[config.mk]
export PLATFORM = sky130hd
export DESIGN_NAME = pipe_fetch
export DESIGN_NICKNAME = d
export VERILOG_FILES = /design/src/rtl/pipe_fetch.sv
export SDC_FILE = /design/constraint.sdc
export NUM_CORES = 1
export LEC_CHECK = 0
export BUFFER_PORTS_ARGS = -buffer_cell sky130_fd_sc_hd__clkbuf_2
export CAP_MARGIN = 20
export CORE_ASPECT_RATIO = 1.75
export CORE_MARGIN = 2
export CORE_UTILIZATION = 56
export CTS_CLUSTER_SIZE = 10
export DETAILED_ROUTE_END_ITERATION = 7
export PLACE_DENSITY = 0.77
export SLEW_MARGIN = 0
export SYNTH_ARGS = -nofsm -noshare
export SYNTH_HDL_FRONTEND = slang
export SYNTH_SLANG_ARGS = --single-unit
[constraint.sdc]
create_clock -name clk_i -period 6.6 [get_ports clk_i]
set_input_delay 1.98 -clock clk_i [delete_from_list [all_inputs] [get_ports clk_i]]
set_output_delay 1.98 -clock clk_i [all_outputs]
set_load 0.02 [all_outputs]
[src/rtl/pipe_fetch.sv]
// rtl/pipe_fetch.sv - instruction fetch stage with a small {pc, instr} queue and redirect flush
module pipe_fetch #(
    parameter logic [31:0] RESET_PC = 32'h0000_0000,
    parameter int          QDEPTH   = 2
) (
    input  logic        clk_i,
    input  logic        rst_n_i,
    output logic        imem_req_o,
    output logic [31:0] imem_addr_o,
    input  logic [31:0] imem_rdata_i,
    input  logic        redirect_i,
    input  logic [31:0] redirect_pc_i,
    input  logic        id_ready_i,
    output logic        id_valid_o,
    output logic [31:0] id_instr_o,
    output logic [31:0] id_pc_o
);
    localparam int            PW   = (QDEPTH > 2) ? 2 : 1;
    localparam logic [PW-1:0] LAST = PW'(QDEPTH - 1);
    localparam logic [3:0]    QD   = 4'(QDEPTH);

    logic [31:0]   pc_q;
    logic [31:0]   pc_mem    [QDEPTH];
    logic [31:0]   instr_mem [QDEPTH];
    logic [PW-1:0] head_q;
    logic [PW-1:0] tail_q;
    logic [2:0]    count_q;
    logic          inflight_q;
    logic [31:0]   inflight_pc_q;
    logic          pop;
    logic          push;
    logic [3:0]    occ;

    function automatic logic [PW-1:0] ptr_next(input logic [PW-1:0] p);
        return (p == LAST) ? '0 : p + 1'b1;
    endfunction

    assign id_valid_o  = (count_q != 3'd0) & ~redirect_i;
    assign pop         = id_valid_o & id_ready_i;
    assign push        = inflight_q & ~redirect_i;
    // Occupancy counts the in-flight word so the returning data always has a free slot.
    assign occ         = {1'b0, count_q} + {3'b000, inflight_q} - {3'b000, pop};
    assign imem_req_o  = rst_n_i & ~redirect_i & (occ < QD);
    assign imem_addr_o = pc_q;
    assign id_instr_o  = instr_mem[head_q];
    assign id_pc_o     = pc_mem[head_q];

    always_ff @(posedge clk_i or negedge rst_n_i) begin
        if (!rst_n_i) begin
            pc_q          <= RESET_PC;
            head_q        <= '0;
            tail_q        <= '0;
            count_q       <= '0;
            inflight_q    <= 1'b0;
            inflight_pc_q <= '0;
            for (int i = 0; i < QDEPTH; i++) begin
                pc_mem[i]    <= '0;
                instr_mem[i] <= '0;
            end
        end else if (redirect_i) begin
            // Dropping inflight here also discards the stale word returning next cycle.
            pc_q       <= redirect_pc_i & 32'hFFFF_FFFC;
            head_q     <= '0;
            tail_q     <= '0;
            count_q    <= '0;
            inflight_q <= 1'b0;
        end else begin
            inflight_q <= imem_req_o;
            if (imem_req_o) begin
                pc_q          <= pc_q + 32'd4;
                inflight_pc_q <= pc_q;
            end
            if (push) begin
                pc_mem[tail_q]    <= inflight_pc_q;
                instr_mem[tail_q] <= imem_rdata_i;
                tail_q            <= ptr_next(tail_q);
            end
            if (pop) begin
                head_q <= ptr_next(head_q);
            end
            count_q <= count_q + {2'b00, push} - {2'b00, pop};
        end
    end
endmodule

### After elaboration in Yosys (flattened, before gate mapping)

Cells that the tools add are included.

| storage, ports and cells | value |
|---|---|
| output and inout bits | 98 |
| logic and storage cells | 56 |
| bits in registers | 198 |

| cells by class | value |
|---|---|
| $lt $le $gt $ge | 4 |
| reductions and logical operators | 7 |
| mux-type cells | 20 |
| add/sub/neg operators | 7 |
| bitwise gates (word level) | 8 |

Operators by type and width:

| operator | number |
|---|---|
| two-way mux 32 bit | 9 |
| bitwise mux 64 bit | 2 |
| adder 32 x 3 -> 32 bit (second input constant) | 1 |
| demux 32 bit (select 1 bit) | 1 |
| two-way mux 1 bit | 7 |
| nonzero test 2 bit | 3 |
| bitwise AND 1 bit | 5 |
| adder 3 x 1 -> 4 bit | 1 |
| greater-or-equal comparator 2 bit (second input constant) | 2 |
| less-than comparator 4 x 2 -> 1 bit (second input constant) | 1 |
| NOT 1 -> 2 bit | 2 |
| AND reduction 2 bit | 2 |
| subtractor 4 x 1 -> 4 bit | 1 |
| adder 3 x 1 -> 3 bit | 1 |
| two-way mux 3 bit | 1 |
| nonzero test 3 bit | 1 |
| subtractor 3 x 1 -> 3 bit | 1 |
| adder 1 bit (second input constant) | 2 |
| less-than comparator 2 x 1 -> 1 bit (second input constant) | 1 |
| logical AND 1 bit | 1 |
| NOT 1 bit | 1 |

### Depth between registers and ports, before layout

| logic depth | value |
|---|---|
| depth after elaboration | 8 |
| depth in mapped cells | 13 |
| mapped depth without buffers | 12 |

### Worst setup path before layout

Ideal clock, no wire load.

| timing path | value |
|---|---|
| path kind | in2out |
| from | input port redirect_i |
| to | output port imem_req_o |
| setup slack | 0.054 ns |
| data arrival time | 4.566 ns |
| data required time | 4.620 ns |
| stages | 10 |
| buffers on the path | 1 |
| cells stage by stage | nor2_1 and2_1 ha_1 nor2b_1 fa_1 or4b_4 a211oi_4 nor2_4 inv_2 buf_2 |

| between the ends | value |
|---|---|
| cells in the longest elaborated chain, start to end | 6 |
| elaborated cells on any way between the ends | 7 |
| those cells by class | 1 x add/sub; 1 x order compare; 5 x bitwise |

RTL lines:

| element | line | source |
|---|---|---|
| start, declared | 11 | `input logic redirect_i,` |
| NOT 1 bit (no source line) * | n/a |  |
| bitwise AND 1 bit | 38 | `assign id_valid_o = (count_q != 3'd0) & ~redirect_i;` |
| bitwise AND 1 bit | 39 | `assign pop = id_valid_o & id_ready_i;` |
| subtractor 4 x 1 -> 4 bit | 42 | `assign occ = {1'b0, count_q} + {3'b000, inflight_q} - {3'b000, pop};` |
| less-than comparator 4 x 2 -> 1 bit | 43 | `assign imem_req_o = rst_n_i & ~redirect_i & (occ < QD);` |
| bitwise AND 1 bit * | 43 |  |
| end, declared | 8 | `output logic imem_req_o,` |

Mark *: on every way between the ends. The rest lies on a longest branch, timed or not.

### Worst setup path after layout

Same ends and word-level chain as after synthesis.

==> impl_results.rst <==
.. list-table::
   :header-rows: 1

   * - Metric
     - Value
   * - Status
     - finished clean
   * - Flop-to-flop setup slack
     - 2810 ps
   * - Number of max-slew violations in the final report
     - 0
   * - Number of detailed-routing iterations run before antenna repair
     - 4
   * - Worst flop-to-flop path startpoint
     - count_q[2]
   * - I/O pins
     - 166
   * - Ranking of synthesized cells by area
     - sky130_fd_sc_hd__dfrtp_1, sky130_fd_sc_hd__mux2_2, sky130_fd_sc_hd__nand2_1
   * - Root buffer cell
     - sky130_fd_sc_hd__clkbuf_16
   * - Portion of synthesized cell area occupied by the leading cell type
     - 54.72%
   * - Worst clock skew
     - 9.034 ps
   * - Path class of the lowest-slack min-delay path
     - flip-flop to flip-flop
   * - Maximum level of the CTS H-tree
     - 4
   * - Clock latency on the worst-skew pair
     - 420 ps
   * - Width of the die
     - 98.17 um
   * - Slew margin rel.
     - 33.77%
   * - Buffers from clock root to sink, at most
     - 2
   * - Initial DRC count
     - 267
   * - Worst Path Buf+Inv
     - 3
   * - Number of synthesized register bits
     - 190
   * - Primary flip-flop cell chosen by synthesis mapping
     - sky130_fd_sc_hd__dfrtp_1
   * - Via count of the first global-routing pass
     - 6349
   * - Wire length of the first global-routing pass
     - 31020 um
   * - Initial cell density of the core
     - 56.74%
   * - VDD IR-drop max
     - 0.0002658 V
   * - Final setup violation count
     - 0
   * - Clock slew seen by the registers of the worst setup and hold paths
     - 70 ps
   * - Setup Fix Bufs, Post-CTS
     - 0
   * - Post-cts gate resize count
     - 0
   * - Commonest cells in the netlist
     - sky130_fd_sc_hd__dfrtp_1, sky130_fd_sc_hd__mux2_2, sky130_fd_sc_hd__nand2_1
   * - Final antenna diode count
     - 0
   * - Sequence of cells on the critical path
     - clkbuf_2, nor2_1, and2_1, ha_1, nor2b_1, fa_1, or4b_4, a211oi_4, nor2_4, inv_2, clkbuf_2
   * - Total routed wirelength
     - 18830 um
   * - Hold violation count in the final report
     - 0
   * - Setup repair after global routing missed its margin
     - no
   * - Per-cell via count in the routed design
     - 5.741
   * - Area growth from synthesis to final layout
     - 17.25%
   * - Via total after detailed routing
     - 6034
   * - Area enclosed by the die boundary
     - 16570 um^2
   * - Critical Path End Type
     - primary output
   * - Required time of the critical path
     - 4620 ps
   * - Final setup slack of the worst path
     - 214.3 ps
   * - Number of max-capacitance violations reported
     - 0
   * - Ratio of final minimum period to clock period
     - 96.75%
   * - Post-synth EDFFs
     - 0
   * - Placer congestion estimate
     - 0.8623
   * - Detailed-route DRC error count
     - 0
   * - Distinct cell type count of the synthesized netlist
     - 50
   * - Sequential element share of the synthesized area
     - 54.72%
   * - Count leader, synth
     - sky130_fd_sc_hd__dfrtp_1
   * - Kind of launch point of the worst setup path
     - input port
   * - Number of cells on the worst hold path
     - 2
   * - Crit-path leading delay family
     - simple AND/OR/NAND/NOR gates
   * - Endpoint of the worst register-to-register path
     - imem_addr_o[19]
   * - TritonCTS clock tree
     - built
   * - Final Critical Period
     - 6386 ps
   * - Buffers on Ports
     - 159
   * - Number of placement rows
     - 60
   * - Cell area after placement
     - 9623 um^2
   * - Gate Count Post-Synth
     - 704
   * - Most numerous cell on the critical path
     - sky130_fd_sc_hd__clkbuf_2
   * - Crit path max-delay cell type
     - sky130_fd_sc_hd__or4b_4
   * - Number of nets in the final layout
     - 928
   * - Worst-margin pin slew
     - 993.5 ps
   * - Total core area
     - 15310 um^2
   * - Non-Filler Cell Area, Final
     - 10190 um^2
   * - Die Ht
     - 168.8 um
   * - Sum of net half-perimeters after detailed placement
     - 12900 um
   * - Final routed wire length divided by cell count
     - 17.92 um
   * - Overall power
     - 4.672 mW
   * - Number of routed nets with antenna violations
     - 0
   * - Hold buffer count at CTS
     - 0
   * - Aggregate global-route resource usage
     - 23.12%
   * - Power density of the placed cells
     - 458.5 nW/um^2
   * - Share of final-layout standard cells stronger than drive strength 1
     - 45.78%
   * - Leakage
     - 5.037 nW
   * - Initial antenna violation count
     - 0
   * - Startpoint of the lowest-slack hold path
     - inflight_pc_q[29]
   * - WHS Endpoint
     - inflight_pc_q[29]
   * - Depth of the most critical reg-to-reg path
     - 12
   * - Achievable clock frequency
     - 156.6 MHz
   * - Number of CTS-inserted buffers
     - 17
   * - Synth area leader
     - sky130_fd_sc_hd__dfrtp_1
   * - Largest net degree at the start of global routing
     - 82
   * - Syn. warnings
     - 0
   * - Non-filler instance count after layout
     - 1051
   * - Clock sinks
     - 190
   * - DP Worst Slack
     - 212.6 ps
   * - Critical path type
     - input port to primary output
   * - Post-synth design cell area
     - 8690 um^2
   * - Per-instance average area after synthesis
     - 12.34 um^2
   * - Setup TNS
     - 0 ps
   * - Maximum fanout count along the critical path
     - 3
   * - Cell count after placement
     - 1019
   * - Congestion Overflow GR
     - 0
   * - CP Data Arrival Time
     - 4410 ps
   * - Async set-or-reset flop fraction in the synthesized netlist
     - 100.0%
   * - Biggest cell delay along the critical path
     - 530 ps
[power by group]
part / switching (mW) / leakage (nW) / internal (mW)
Combinational: 1.02 / 2.32 / 0.803
Sequential: 0.314 / 2.45 / 1.56
Clock: 0.450 / 0.269 / 0.531
Total: 1.78 / 5.04 / 2.89
[sequential cells by signal, summed over array words and instances, names as in the netlist]
register       flops
instr_mem         64
inflight_q         1
pc_mem            60
head_q             1
imem_addr_o       30
count_q            3
tail_q             1
inflight_pc_q     30
[layout make-up]
type | instances | area (um^2)
Clock buffer | 19 | 432.9
Clock inverter | 13 | 132.6
Fill cell | 1201 | 5126
Inverter | 20 | 75.07
Multi-Input combinational cell | 455 | 3687
Sequential cell | 190 | 4756
Tap cell | 186 | 232.7
Timing Repair Buffer | 168 | 872.1
[metrics by stage]
stage,utilization [%],hold WS [ps]
floorplan,-,458.4
global placement,62.83,473.4
detailed placement,62.83,487.3
CTS,66.53,503.7
global route,66.53,516.0
finish,66.53,500.8
[logic make-up (layout without fill, tap and decap cells)]
logic type                 after synthesis  after routing  share of synthesized area (%)
muxes                                  188            188                          24.33
AOI/OAI and AO/OA                       78             78                          6.134
buffers and inverters                   62            220                          3.211
DFF                                    190            190                          54.72
adders and majority gates                8              8                          1.325
and+or+nand+nor                        172            172                          9.733
other                                    1              4                        0.04316
xor gates and xnor gates                 5              5                         0.5039
[cells in the final DEF (no fill, tap or decap), types with 3 or more instances in the layout]
cell	synthesis	final
sky130_fd_sc_hd__nor3_1	6	6
sky130_fd_sc_hd__nand3_1	19	18
sky130_fd_sc_hd__mux2_2	186	186
sky130_fd_sc_hd__and4_1	4	4
sky130_fd_sc_hd__clkbuf_16	0	17
sky130_fd_sc_hd__clkbuf_2	2	158
sky130_fd_sc_hd__conb_1	1	4
sky130_fd_sc_hd__nor3b_1	4	4
sky130_fd_sc_hd__inv_6	0	4
sky130_fd_sc_hd__a22oi_1	3	3
sky130_fd_sc_hd__nor2b_1	5	5
sky130_fd_sc_hd__nor2_1	10	9
sky130_fd_sc_hd__xnor2_1	4	4
sky130_fd_sc_hd__ha_1	6	6
sky130_fd_sc_hd__clkinvlp_4	0	3
sky130_fd_sc_hd__nor4_1	5	5
sky130_fd_sc_hd__a211o_1	3	3
sky130_fd_sc_hd__buf_4	5	9
sky130_fd_sc_hd__a221o_1	8	8
sky130_fd_sc_hd__o21ai_0	33	33
sky130_fd_sc_hd__dfrtp_1	190	189
sky130_fd_sc_hd__nand4_1	9	9
sky130_fd_sc_hd__o31a_1	7	7
sky130_fd_sc_hd__inv_1	18	18
sky130_fd_sc_hd__a21oi_1	11	11
sky130_fd_sc_hd__nand2_1	92	92
sky130_fd_sc_hd__and3_1	4	4
sky130_fd_sc_hd__o211ai_1	3	3
sky130_fd_sc_hd__or3_1	4	4
[worst reg2reg max path: stages (launching register included)]
cell and delay (ps):
sky130_fd_sc_hd__dfrtp_1 420, sky130_fd_sc_hd__nor3_1 220, sky130_fd_sc_hd__nor2_1 70, sky130_fd_sc_hd__and2_1 190, sky130_fd_sc_hd__ha_1 290, sky130_fd_sc_hd__nor2b_1 180, sky130_fd_sc_hd__fa_1 480, sky130_fd_sc_hd__or4b_4 530
sky130_fd_sc_hd__a211oi_4 260, sky130_fd_sc_hd__nor2_4 70, sky130_fd_sc_hd__buf_4 360, sky130_fd_sc_hd__o211a_1 350, sky130_fd_sc_hd__a211o_1 250
[per-layer routing]
| layer | global-route usage [%] | vias to the layer above | routed length (um) |
|---|---|---|---|
| met4 | 8.100 | 0 | 381 |
| met3 | 3.922 | 33 | 850 |
| met2 | 40.11 | 211 | 9895 |
| met1 | 29.33 | 3005 | 7702 |
| met5 | 0 | - | 0 |
| li1 | - | 2785 | - |
[worst max-delay path by stage]
stage                     startpoint         end  slack (ps)  cells past startpoint
after floorplan           redirect_i  imem_req_o          50                     10
after global placement    redirect_i  imem_req_o         350                     11
after detailed placement  redirect_i  imem_req_o         210                     11
after CTS                 redirect_i  imem_req_o         210                     11
after global routing      redirect_i  imem_req_o         100                     11
final                     redirect_i  imem_req_o         210                     11
(Power assumes the default switching activity.)
